===== src/rtl/mem_arbiter_pkg.sv =====
// Shared encodings and helpers for the two-port SPI memory arbiter.
package mem_arbiter_pkg;

  // Arbiter FSM states
  localparam logic [1:0] ST_IDLE = 2'd0;
  localparam logic [1:0] ST_BUSY = 2'd1;
  localparam logic [1:0] ST_DONE = 2'd2;

  // Port ownership
  localparam logic PORT_A = 1'b0;
  localparam logic PORT_B = 1'b1;

  // Largest transfer the controller accepts in one transaction
  localparam logic [2:0] MEM_MAX_BYTES = 3'd4;

  // Minimum cycles start_request stays low between transactions, so the
  // controller always falls back to its start state.
  localparam int START_LOW_GAP = 2;

  // Request fields latched at grant and held for the whole transaction
  typedef struct packed {
    logic [31:0] addr;
    logic [2:0]  num_bytes;
    logic        is_write;
    logic [31:0] wdata;
  } mem_req_t;

  // Round-robin pick: on a tie the port that did not go last wins.
  function automatic logic rr_pick(input logic a_req, input logic b_req,
                                   input logic last_owner);
    if (a_req && b_req) return ~last_owner;
    return b_req ? PORT_B : PORT_A;
  endfunction

  // Oversized byte counts are trimmed to what the controller can move.
  function automatic logic [2:0] clamp_bytes(input logic [2:0] n);
    return (n > MEM_MAX_BYTES) ? MEM_MAX_BYTES : n;
  endfunction

endpackage


===== src/rtl/mem_arbiter.sv =====
// Shares one SPI memory controller between the fetch port (A, read-only)
// and the load/store port (B). Latches the granted request, holds the
// level-based start/done handshake and bounds each transaction by a timeout.
module mem_arbiter
  import mem_arbiter_pkg::*;
#(
  parameter int TIMEOUT_CYCLES = 4095
) (
  input  logic        clk,
  input  logic        rst_n,
  // port A: instruction fetch
  input  logic        a_req,
  input  logic [31:0] a_addr,
  input  logic [2:0]  a_num_bytes,
  output logic        a_done,
  output logic        a_err,
  output logic [31:0] a_rdata,
  // port B: load/store
  input  logic        b_req,
  input  logic [31:0] b_addr,
  input  logic [2:0]  b_num_bytes,
  input  logic        b_is_write,
  input  logic [31:0] b_wdata,
  output logic        b_done,
  output logic        b_err,
  output logic [31:0] b_rdata,
  // controller side
  output logic        mem_start_request,
  output logic [31:0] mem_target_address,
  output logic [2:0]  mem_num_bytes,
  output logic        mem_is_write,
  output logic [31:0] mem_write_value,
  input  logic        mem_request_done,
  input  logic [31:0] mem_target_data
);

  // Wide enough to hold TIMEOUT_CYCLES and still saturate above it.
  localparam int CW = $clog2(TIMEOUT_CYCLES + 2);

  logic [1:0]    state;
  logic          owner;
  logic          last_owner;
  logic          err;
  logic [CW-1:0] cnt;
  logic [CW-1:0] cnt_inc;
  logic          timeout_hit;
  logic          grant_port;
  logic          owner_req;
  mem_req_t      grant_req;
  mem_req_t      lat_q;

  // Grant selection, saturating timeout count and owner's live request
  always_comb begin
    grant_port = rr_pick(a_req, b_req, last_owner);
    if (grant_port == PORT_B)
      grant_req = '{addr: b_addr, num_bytes: clamp_bytes(b_num_bytes),
                    is_write: b_is_write, wdata: b_wdata};
    else
      grant_req = '{addr: a_addr, num_bytes: clamp_bytes(a_num_bytes),
                    is_write: 1'b0, wdata: 32'd0};
    cnt_inc     = (&cnt) ? cnt : cnt + CW'(1);
    timeout_hit = (TIMEOUT_CYCLES != 0) && (cnt_inc == CW'(TIMEOUT_CYCLES));
    owner_req   = (owner == PORT_B) ? b_req : a_req;
  end

  // Arbiter FSM: grant, hold start until done/timeout, wait for release
  always_ff @(posedge clk) begin
    if (!rst_n) begin
      state             <= ST_IDLE;
      owner             <= PORT_A;
      last_owner        <= PORT_A;
      err               <= 1'b0;
      cnt               <= '0;
      lat_q             <= '0;
      mem_start_request <= 1'b0;
      a_rdata           <= 32'd0;
      b_rdata           <= 32'd0;
    end else begin
      case (state)
        ST_IDLE: begin
          if (a_req || b_req) begin
            owner             <= grant_port;
            lat_q             <= grant_req;
            cnt               <= '0;
            err               <= 1'b0;
            mem_start_request <= 1'b1;
            state             <= ST_BUSY;
          end
        end
        ST_BUSY: begin
          // Completion wins over a timeout landing on the same cycle; data
          // is captured even if the owner already dropped its request.
          if (mem_request_done) begin
            if (owner == PORT_B) b_rdata <= mem_target_data;
            else                 a_rdata <= mem_target_data;
            err               <= 1'b0;
            mem_start_request <= 1'b0;
            state             <= ST_DONE;
          end else begin
            cnt <= cnt_inc;
            if (timeout_hit) begin
              err               <= 1'b1;
              mem_start_request <= 1'b0;
              state             <= ST_DONE;
            end
          end
        end
        ST_DONE: begin
          // Leaving DONE only after release guarantees start stays low for
          // at least START_LOW_GAP cycles before the next grant.
          if (!owner_req) begin
            last_owner <= owner;
            state      <= ST_IDLE;
          end
        end
        default: state <= ST_IDLE;
      endcase
    end
  end

  assign mem_target_address = lat_q.addr;
  assign mem_num_bytes      = lat_q.num_bytes;
  assign mem_is_write       = lat_q.is_write;
  assign mem_write_value    = lat_q.wdata;

  // Completion is visible only to the owner and only while it still asks.
  assign a_done = (state == ST_DONE) && (owner == PORT_A) && a_req;
  assign b_done = (state == ST_DONE) && (owner == PORT_B) && b_req;
  assign a_err  = a_done && err;
  assign b_err  = b_done && err;

endmodule

===== config.mk =====
export PLATFORM = sky130hd
export DESIGN_NAME = mem_arbiter
export DESIGN_NICKNAME = d
export VERILOG_FILES = /design/src/rtl/mem_arbiter_pkg.sv /design/src/rtl/mem_arbiter.sv
export SDC_FILE = /design/constraint.sdc
export NUM_CORES = 1
export LEC_CHECK = 0
export ABC_AREA = 1
export ABC_CLOCK_PERIOD_IN_PS = 2400
export CAP_MARGIN = 20
export CORE_UTILIZATION = 40
export DETAILED_ROUTE_END_ITERATION = 12
export PLACE_DENSITY = 0.81
export SYNTH_ARGS = -nofsm -noshare
export SYNTH_HDL_FRONTEND = slang
export SYNTH_SLANG_ARGS = --single-unit
export TNS_END_PERCENT = 20

===== constraint.sdc =====
create_clock -name clk -period 2.4 [get_ports clk]
set_input_delay 0.72 -clock clk [delete_from_list [all_inputs] [get_ports clk]]
set_output_delay 0.72 -clock clk [all_outputs]
set_load 0.02 [all_outputs]

==> impl_metrics.py, run 1 <==
metrics = {
    "clock_network": {
        "clk_latency_ps": 420,
        "root_buffer": "clkbuf_16",
        "post_cts_buffers": 0,
        "cts_buffers": 17,
        "h-tree-depth": 4,
        "cts_tree": "yes",
        "cts.sinks": 151,
        "cts_max_path_buffers": 2,
        "clkSlewWorstSetupHoldPaths_ps": 60,
    },
    "critical_path": {
        "start_kind": "flip-flop",
        "rr_startpoint": "cnt[0]",
        "worst_path_most_repeated_cell": "inv_1",
        "worstPathMaxFanout": 5,
        "cpPeakStageDelay_ps": 330,
        "slowest_stage": "dfxtp_1",
        "critPathRequiredTime_ps": 1680,
        "reg2reg_depth": 14,
        "cp-end-kind": "output port",
        "crit_chain": "inv_1 -> nor2_1 -> inv_1 -> nor3_1 -> buf_2",
        "rrSetupSlack_ps": 360,
        "critPathKind": "flip-flop to output port",
        "critPathArrivalTime_ps": 1500,
        "r2r-end": "mem_start_request",
    },
    "sta": {
        "setup_viol": 0,
        "fin_crit_sh_pct": 92.5,
        "setup_slack_ps": 179,
        "maxSlewHeadroom_pct": 54.3,
        "rsz0062_at_grt": "no",
        "skew_ps": 9.70,
        "period_needed_ps": 2220,
        "max_slew.worst_pin.slew_ps": 683,
        "maxSlewViolCount": 0,
        "timing.fmax_mhz": 450,
        "hold_viol": 0,
    },
    "global_route": {
        "antenna_found_initial": 0,
        "grt_pass1_vias": 5847,
        "grt_pass1_wl_mm": 28.8,
        "grtUsageTotal_pct": 24.4,
        "grt_max_degree": 65,
        "grt-ovfl-total": 0,
    },
    "die": {
        "die_y_um": 124,
        "die_w_um": 124,
        "core_um2": 14500,
        "die_area_um2": 15300,
        "initial_utilization_pct": 40.9,
        "pin_count": 277,
        "num_rows": 44,
    },
    "place": {
        "io_buffers": 276,
        "hpwl_mm": 13.4,
        "gp_congestion": 0.849,
        "dp_slack_ps": -511,
    },
    "route": {
        "post-route-drc-count": 0,
        "dr_total_vias": 6273,
        "drt_first_pass_iters": 6,
        "routed_wl_mm": 18.4,
        "wl_per_cell_um": 14.4,
        "vias_per_cell": 4.90,
        "ant_nets": 0,
        "drt_iter0_markers": 378,
    },
    "synth": {
        "synth_top_area_share_pct": 51.0,
        "avgSynthCellArea_um2": 7.32,
        "synth_seq_cells": 151,
        "postSynthCellCount": 809,
        "ys_top_cells_by_count": "198 x nand2_1, 151 x dfxtp_1, 150 x nor2_1",
        "post-synth-top-count-cell": "nand2_1",
        "yosysWarnings": 0,
        "synth.distinct_cells": 30,
        "synth_area_um2": 5920,
        "yosysSeqAreaShare_pct": 51.0,
        "async_flop_share_pct": 0,
        "yosys_most_used_dff": "dfxtp_1",
        "synth_top_area_cell": "dfxtp_1",
        "syn-num-nets": 950,
        "synthTopCellsByArea": "dfxtp_1 51%, nand2_1 13%, nor2_1 9.5%",
        "synth-edff-count": 0,
    },
    "finish": {
        "drive_above_1_share_pct": 7.40,
        "syn2layout_area_growth_pct": 61.5,
        "nNetsFinal": 1223,
        "fin_util_pct": 66.0,
        "antenna_cells": 0,
        "fill_cells": 1201,
    },
    "pwr": {
        "powerDensity_nw_per_um2": 715,
        "cellLeakagePower_nw": 3.71,
        "worst_ir_drop_vdd_v": 0.000504,
        "power_mw": 6.84,
    },
    "job": {
        "cap_violations": 0,
    },
    "outcome": {
        "status": "finished clean",
    },
    "worst_hold_path": {
        "hold-path-endpoint": "mem_write_value[19]",
        "min_from": "mem_write_value[19]",
        "hold_path_class": "flip-flop to flip-flop",
        "whs_path_depth": 2,
    },
}
per-stage QoR:
| stage | instances | hold slack (ps) | setup TNS [ps] | cell area (um^2) |
|---|---|---|---|---|
| final | 1279 | 463 | 0 | 9560 |
| after detailed placement | 1247 | 454 | -2210 | 8980 |
| after global placement | 1247 | 449 | -1660 | 8980 |
| after floorplan | 809 | 450 | 0 | 5920 |
| after CTS | 1279 | 463 | -47.1 | 9550 |
| after global routing | 1279 | 480 | 0 | 9560 |
routing by layer:
layer  track usage [%]  share of wire, %  wire length (um)  up-vias
li1                  -                 -                 -     3196
met5                 0                 0                 0        -
met1              27.3                40              7290     2837
met3              6.78               5.4              1000       49
met4              11.4               3.5               642        0
met2              42.8                51              9480      191
critical path: cells and delay by family, from the launching register on:
family        cells  cell delay [ps]
buf+inv           3              400
simple gates      2              350
flops             1              330
cell families after synthesis:
kind of cell | after synthesis | synth area share [%]
xor+xnor | 3 | 0.444
flops | 151 | 51.0
compound gates | 199 | 18.0
fa+ha+maj | 1 | 0.211
buf+inv | 75 | 4.94
simple gates | 380 | 25.4
worst max path at each step:
stage | cells past startpoint | slack, ps | to | start
after floorplan | 4 | 320 | a_err | a_req
final | 5 | 180 | a_err | state[1]
after global placement | 6 | -500 | a_err | a_req
after CTS | 4 | -50 | b_done | b_req
after detailed placement | 6 | -510 | a_err | a_req
after global routing | 5 | 50 | a_err | state[1]
layout by cell type, fill, tap and decap left out, drive strengths merged:
cell / instances
clkdlybuf4s50: 269
nand2: 203
nor2: 153
dfxtp: 151
o21ai: 104
a21oi: 55
a31oi: 35
buf: 32
inv: 25
clkbuf: 25
nand3: 14
clkinv: 6
nand4: 4
nor3: 4
o21bai: 3
xor2: 2
bufinv: 2
xnor2: 1
o31ai: 1
nand3b: 1
nor3b: 1
a211oi: 1
ha: 1
dlygate4sd2: 1
dlymetal6s2s: 1
cell type report:
type / count / area (um^2) / area share, %
Clock inverter: 8 / 93.8 / 0.981
Inverter: 25 / 93.8 / 0.981
Sequential cell: 151 / 3020 / 31.6
Clock buffer: 24 / 492 / 5.14
Tap cell: 184 / 230 / 2.41
Multi-Input combinational cell: 583 / 2630 / 27.5
Timing Repair Buffer: 304 / 3000 / 31.4
repair_timing:
item	4_1_cts	5_1_grt
resized for setup	17	5
pin swaps	0	0
hold buffers	0	0
endpoints found under the setup margin	4	2
power breakdown:
group	internal, mW	switching [mW]	leakage, nW
logic	0.674	0.721	2.18
clock network	1.64	1.01	0.294
registers	2.70	0.0969	1.23
total	5.01	1.83	3.71
flip-flops by register name, indices dropped and copies added, names as in the netlist:
register / count
a_rdata: 32
b_rdata: 32
cnt: 13
err: 1
last_owner: 1
mem_is_write: 1
mem_num_bytes: 3
mem_start_request: 1
mem_target_address: 32
mem_write_value: 32
owner: 1
state: 2
Power figures use the tool's default switching activity.
==> run 2: changes to the inputs <==
ABC_CLOCK_PERIOD_IN_PS = 2000   (was 2400)
CELL_PAD_IN_SITES_DETAIL_PLACEMENT = 0   (was unset)
CELL_PAD_IN_SITES_GLOBAL_PLACEMENT = 2   (was unset)
CORE_UTILIZATION = 19   (was 40)
PLACE_DENSITY = 0.78   (was 0.81)
clock period = 2 ns   (was 2.4 ns; I/O delays follow)
==> run 2 against run 1 <==
Effect of this change: via count fell by 0.65%; critical path depth fell by 4; clock skew rose by 6.2 ps; critical path type unchanged; cell area rose by 6.1%; first-iteration DRC count fell by 28%; core utilization fell by 33 points; sequential power rose by 19%.
==> impl_metrics.py, run 2 (synthesized netlist as in run 1, its figures left out) <==
metrics = {
    "route": {
        "wl_per_cell_um": 14.5,
        "drt_iter0_markers": 274,
        "drt_first_pass_iters": 5,
        "routed_wl_mm": 22.0,
        "vias_per_cell": 4.11,
        "post-route-drc-count": 0,
        "ant_nets": 0,
        "dr_total_vias": 6232,
    },
    "sta": {
        "setup_slack_ps": 34.2,
        "fin_crit_sh_pct": 98.3,
        "skew_ps": 15.9,
        "maxSlewViolCount": 0,
        "maxSlewHeadroom_pct": 48.2,
        "timing.fmax_mhz": 509,
        "hold_viol": 0,
        "period_needed_ps": 1970,
        "max_slew.worst_pin.slew_ps": 774,
        "rsz0062_at_grt": "yes",
        "holdWs_ps": 460,
        "setup_viol": 0,
    },
    "die": {
        "core_um2": 30600,
        "die_area_um2": 31900,
        "pin_count": 277,
        "die_y_um": 179,
        "initial_utilization_pct": 19.4,
        "num_rows": 64,
        "die_w_um": 179,
    },
    "critical_path": {
        "start_kind": "flip-flop",
        "cp-end-kind": "output port",
        "slowest_stage": "clkdlybuf4s50_1",
        "worstPathMaxFanout": 2,
        "rrSetupSlack_ps": 150,
        "path_delay_family": "buffers and inverters",
        "critPathKind": "flip-flop to output port",
        "critPathArrivalTime_ps": 1370,
        "crit_chain": "clkdlybuf4s50_1",
        "critPathRequiredTime_ps": 1400,
        "cpPeakStageDelay_ps": 620,
        "cp.buffers_inverters": 1,
    },
    "pwr": {
        "worst_ir_drop_vdd_v": 0.000526,
        "powerDensity_nw_per_um2": 825,
        "cellLeakagePower_nw": 4.77,
    },
    "finish": {
        "drive_above_1_share_pct": 10.9,
        "nNetsFinal": 1247,
        "final_common_cell": "nand2_1",
        "final_cell_mix": "195 x nand2_1, 150 x dfxtp_1, 147 x clkdlybuf4s50_1",
        "syn2layout_area_growth_pct": 71.3,
    },
    "global_route": {
        "grt-ovfl-total": 0,
        "grtUsageTotal_pct": 13.5,
        "grt_pass1_vias": 5892,
        "grt_pass1_wl_mm": 33.2,
        "grt_max_degree": 45,
        "antenna_found_initial": 3,
    },
    "worst_hold_path": {
        "hold_path_class": "flip-flop to flip-flop",
    },
    "job": {
        "cap_violations": 0,
    },
    "clock_network": {
        "clkSlewWorstSetupHoldPaths_ps": 60,
        "cts.sinks": 151,
        "h-tree-depth": 4,
        "root_buffer": "clkbuf_16",
        "cts_buffers": 17,
        "ctsHoldBuffers": 0,
        "cts_tree": "yes",
        "cts_max_path_buffers": 2,
        "clk_latency_ps": 430,
    },
    "place": {
        "dp_slack_ps": -719,
        "gp_congestion": 0.754,
        "hpwl_mm": 15.9,
        "io_buffers": 276,
    },
    "outcome": {
        "status": "finished clean",
    },
}
## run 2: layer usage
metal	up-vias	share of wire, %	routed length [um]	global-route usage (%)
met5	-	0.095	21	0
met4	4	1.8	393	4.48
li1	3246	-	-	-
met2	161	49	10800	23.2
met1	2800	43	9510	15.9
met3	21	5.8	1270	4.13
## run 2: report_power, final
part,internal [mW],leakage [nW],switching [mW]
registers,3.23,1.23,0.103
logic,0.781,3.24,0.918
clock network,1.80,0.299,1.54
total,5.81,4.77,2.56
## run 2: per-stage QoR
| stage | total power [mW] | instances | util, % | setup TNS (ps) | cell area (um^2) |
|---|---|---|---|---|---|
| finish | 8.37 | 1516 | 33.2 | 0 | 10100 |
| global route | 8.77 | 1516 | 33.2 | -38.9 | 10100 |
| CTS | 8.52 | 1511 | 32.7 | 0 | 9990 |
| detailed placement | 5.23 | 1479 | 31.1 | -22000 | 9500 |
| global placement | 5.23 | 1479 | 31.1 | -19920 | 9500 |
| floorplan | 4.16 | 809 | - | 0 | 5920 |
## run 2: path summary, 6_finish.rpt
check | depth (start not counted) | from | endpoint
max | 1 | mem_write_value[15] | mem_write_value[15]
min | 2 | mem_write_value[11] | mem_write_value[11]
max reg2reg | 14 | cnt[0] | mem_start_request
min reg2reg | 2 | mem_write_value[11] | mem_write_value[11]
## run 2: worst reg2reg max path: stages, from the launching register on
cell,delay (ps)
dfxtp_1,340
ha_2,180
inv_1,50
nor2_2,130
nand2_2,100
inv_4,90
nand3_4,140
o21ai_1,120
nand2_1,80
nor2_2,120
nand2_1,80
nand2_2,90
nand2_2,90
nand2_1,70
a21oi_1,50
## run 2: cell type report
type / count / area (um^2)
Clock buffer: 17 / 425
Inverter: 25 / 96.3
Fill cell: 3311 / 20400
Multi-Input combinational cell: 584 / 2670
Timing Repair Buffer: 327 / 3240
Tap cell: 396 / 495
Antenna cell: 1 / 2.50
Sequential cell: 151 / 3020
Clock inverter: 15 / 185
## run 2: timing repair
action | 4_1_cts | 5_1_grt
pin swaps | 3 | 4
gates cloned | 0 | 1
hold endpoints to repair | 0 | 0
setup buffers | 0 | 3
setup endpoints to repair | 93 | 38
resized for setup | 116 | 47
==> run 3: changes to the inputs <==
ABC_AREA = unset   (was 1)
CELL_PAD_IN_SITES_GLOBAL_PLACEMENT = 1   (was 2)
CORE_UTILIZATION = 28   (was 19)
PLACE_DENSITY = 0.8   (was 0.78)
==> run 3 against run 2 <==
Effect of this change: via count decreased by 4.4%; synthesized cell count is 13% lower; clock skew decreased by 4.3 ps; core utilization rose by 14 points; total power shrank 0.62%; cell area is 3.4% higher; largest power group unchanged.
==> impl_metrics.py, run 3 <==
metrics = {
    "critical_path": {
        "crit_chain": "buf_6 -> nor2b_4 -> nand2_4 -> nor2_4 -> buf_6 -> buf_6",
        "slowest_stage": "dfxtp_2",
        "critPathArrivalTime_ps": 1390,
        "critPathRequiredTime_ps": 1400,
        "cp-end-kind": "output port",
        "worst_path_most_repeated_cell": "buf_6",
        "cpPeakStageDelay_ps": 340,
        "rr_startpoint": "cnt[0]",
        "r2r-end": "state[0]",
        "critPathKind": "flip-flop to output port",
        "rrSetupSlack_ps": 150,
        "start_kind": "flip-flop",
        "reg2reg_depth": 7,
        "worstPathMaxFanout": 2,
    },
    "place": {
        "io_buffers": 276,
        "hpwl_mm": 14.3,
        "gp_congestion": 0.788,
    },
    "route": {
        "routed_wl_mm": 20.0,
        "ant_nets": 0,
        "dr_total_vias": 5960,
        "drt_iter0_markers": 224,
        "post-route-drc-count": 0,
        "vias_per_cell": 4.66,
        "wl_per_cell_um": 15.6,
        "drt_first_pass_iters": 4,
    },
    "synth": {
        "synth_top_area_share_pct": 47.3,
        "syn-num-nets": 846,
        "synth_area_um2": 6390,
        "synth.distinct_cells": 59,
        "postSynthCellCount": 705,
        "ys_top_cells_by_count": "184 x nand2_1, 151 x dfxtp_1, 49 x a21boi_0",
        "async_flop_share_pct": 0,
        "yosys_most_used_dff": "dfxtp_1",
        "synth_top_area_cell": "dfxtp_1",
        "yosysWarnings": 0,
        "avgSynthCellArea_um2": 9.06,
        "synth-edff-count": 0,
        "post-synth-top-count-cell": "nand2_1",
        "synth_seq_cells": 151,
        "synthTopCellsByArea": "dfxtp_1 47%, nand2_1 11%, mux2i_1 6.0%",
        "yosysSeqAreaShare_pct": 47.3,
    },
    "finish": {
        "syn2layout_area_growth_pct": 64.2,
        "final_common_cell": "nand2_1",
        "drive_above_1_share_pct": 10.2,
        "antenna_cells": 0,
        "nNetsFinal": 1126,
        "final_cell_mix": "182 x nand2_1, 156 x clkdlybuf4s50_1, 148 x dfxtp_1",
        "fill_cells": 2161,
    },
    "worst_hold_path": {
        "hold-path-endpoint": "b_rdata[6]",
        "min_from": "b_rdata[6]",
        "whs_path_depth": 2,
        "hold_path_class": "flip-flop to flip-flop",
    },
    "die": {
        "initial_utilization_pct": 28.9,
        "num_rows": 54,
        "core_um2": 22100,
        "die_y_um": 153,
        "pin_count": 277,
        "die_area_um2": 23400,
        "die_w_um": 153,
    },
    "sta": {
        "timing.fmax_mhz": 503,
        "tns_ps": 0,
        "period_needed_ps": 1990,
        "rsz0062_at_grt": "yes",
        "hold_viol": 0,
        "maxSlewViolCount": 0,
        "skew_ps": 11.6,
        "maxSlewHeadroom_pct": 71.7,
        "max_slew.worst_pin.slew_ps": 424,
        "setup_viol": 0,
        "fin_crit_sh_pct": 99.3,
    },
    "clock_network": {
        "cts_max_path_buffers": 2,
        "root_buffer": "clkbuf_16",
        "clk_latency_ps": 420,
        "ctsHoldBuffers": 0,
        "cts.sinks": 151,
        "cts_tree": "yes",
        "h-tree-depth": 4,
        "clkSlewWorstSetupHoldPaths_ps": 60,
        "cts_buffers": 17,
    },
    "global_route": {
        "grtUsageTotal_pct": 17.1,
        "antenna_found_initial": 0,
        "grt_max_degree": 57,
        "grt-ovfl-total": 0,
        "grt_pass1_wl_mm": 31.4,
        "grt_pass1_vias": 5779,
    },
    "pwr": {
        "worst_ir_drop_vdd_v": 0.000439,
        "cellLeakagePower_nw": 5.52,
        "power_mw": 8.32,
        "powerDensity_nw_per_um2": 793,
    },
    "outcome": {
        "status": "finished clean",
    },
    "job": {
        "cap_violations": 0,
    },
}
-- run 3: changes by cell type after synthesis, moves of 11 or more --
cell | previous run | this run
o211a_1 | 0 | 35
a21boi_0 | 0 | 49
nor2_1 | 150 | 16
a21oi_1 | 52 | 8
buf_2 | 3 | 14
nor2b_1 | 0 | 40
o21ai_0 | 102 | 3
nand2_1 | 198 | 184
a31oi_1 | 35 | 4
a21boi_1 | 0 | 19
a22oi_1 | 0 | 34
inv_1 | 21 | 3
clkbuf_1 | 43 | 24
mux2i_1 | 0 | 38
-- run 3: cell type report --
class / instances / area (um^2) / area share (%)
Inverter: 3 / 11.3 / 0.107
Timing Repair Buffer: 316 / 3370 / 32.1
Multi-Input combinational cell: 496 / 3120 / 29.8
Clock inverter: 14 / 176 / 1.68
Sequential cell: 151 / 3030 / 28.8
Tap cell: 280 / 350 / 3.34
Clock buffer: 18 / 439 / 4.19
-- run 3: timing repair --
action                                  in CTS  in global routing
gates resized for setup                     59                 82
endpoints found under the setup margin      41                 80
cloned                                       0                  0
hold endpoints to repair                     0                  0
pin swaps                                    2                  0
setup buffers                                0                  1
-- run 3: per-layer routing --
layer | up-vias | routed length [um] | track usage [%]
li1 | 3003 | - | -
met1 | 2698 | 8810 | 20.6
met2 | 245 | 9090 | 27.7
met3 | 14 | 1830 | 7.20
met4 | 0 | 268 | 4.86
met5 | - | 0 | 0
-- run 3: logic make-up (layout without fill, tap and decap cells) --
logic type | count (synthesis) | after routing | synth area share, %
buffers and inverters | 58 | 351 | 4.60
xor gates and xnor gates | 1 | 1 | 0.137
muxes | 38 | 38 | 5.95
and+or+nand+nor | 283 | 283 | 20.4
DFF | 151 | 151 | 47.3
AOI/OAI and AO/OA | 173 | 173 | 21.4
adders and majority gates | 1 | 1 | 0.196
-- run 3: report_power, final --
group	total, mW	internal (mW)	switching (mW)	leakage [nW]
Sequential	3.30	3.20	0.0963	1.23
Combinational	1.65	0.836	0.815	3.98
Clock	3.37	1.94	1.44	0.302
Total	8.32	5.97	2.35	5.52
-- run 3: worst max-delay path, delay by kind of cell (launching register included) --
family,cells,cell delay [ps]
buffers and inverters,3,320
AND/OR/NAND/NOR,3,300
flip-flops,1,340
-- run 3: worst max path at each step --
stage,start,end,slack (ps),depth (start not counted)
finish,state[1],b_err,10,6
global route,state[0],b_err,-60,6
CTS,state[1],b_err,-40,6
detailed placement,b_req,b_done,-460,4
global placement,b_req,b_done,-450,4
floorplan,cnt[0],mem_start_request,290,7
-- run 3: per-stage QoR --
step                      area [um^2]  std cells  setup slack [ps]  util (%)  hold slack (ps)
after floorplan                  6390        705               290         -              459
after global placement           9670       1245              -454      43.8              440
after detailed placement         9670       1245              -459      43.8              444
after CTS                       10300       1277             -41.1      46.6              453
after global routing            10500       1278             -61.5      47.5              471
final                           10500       1278              13.7      47.5              450
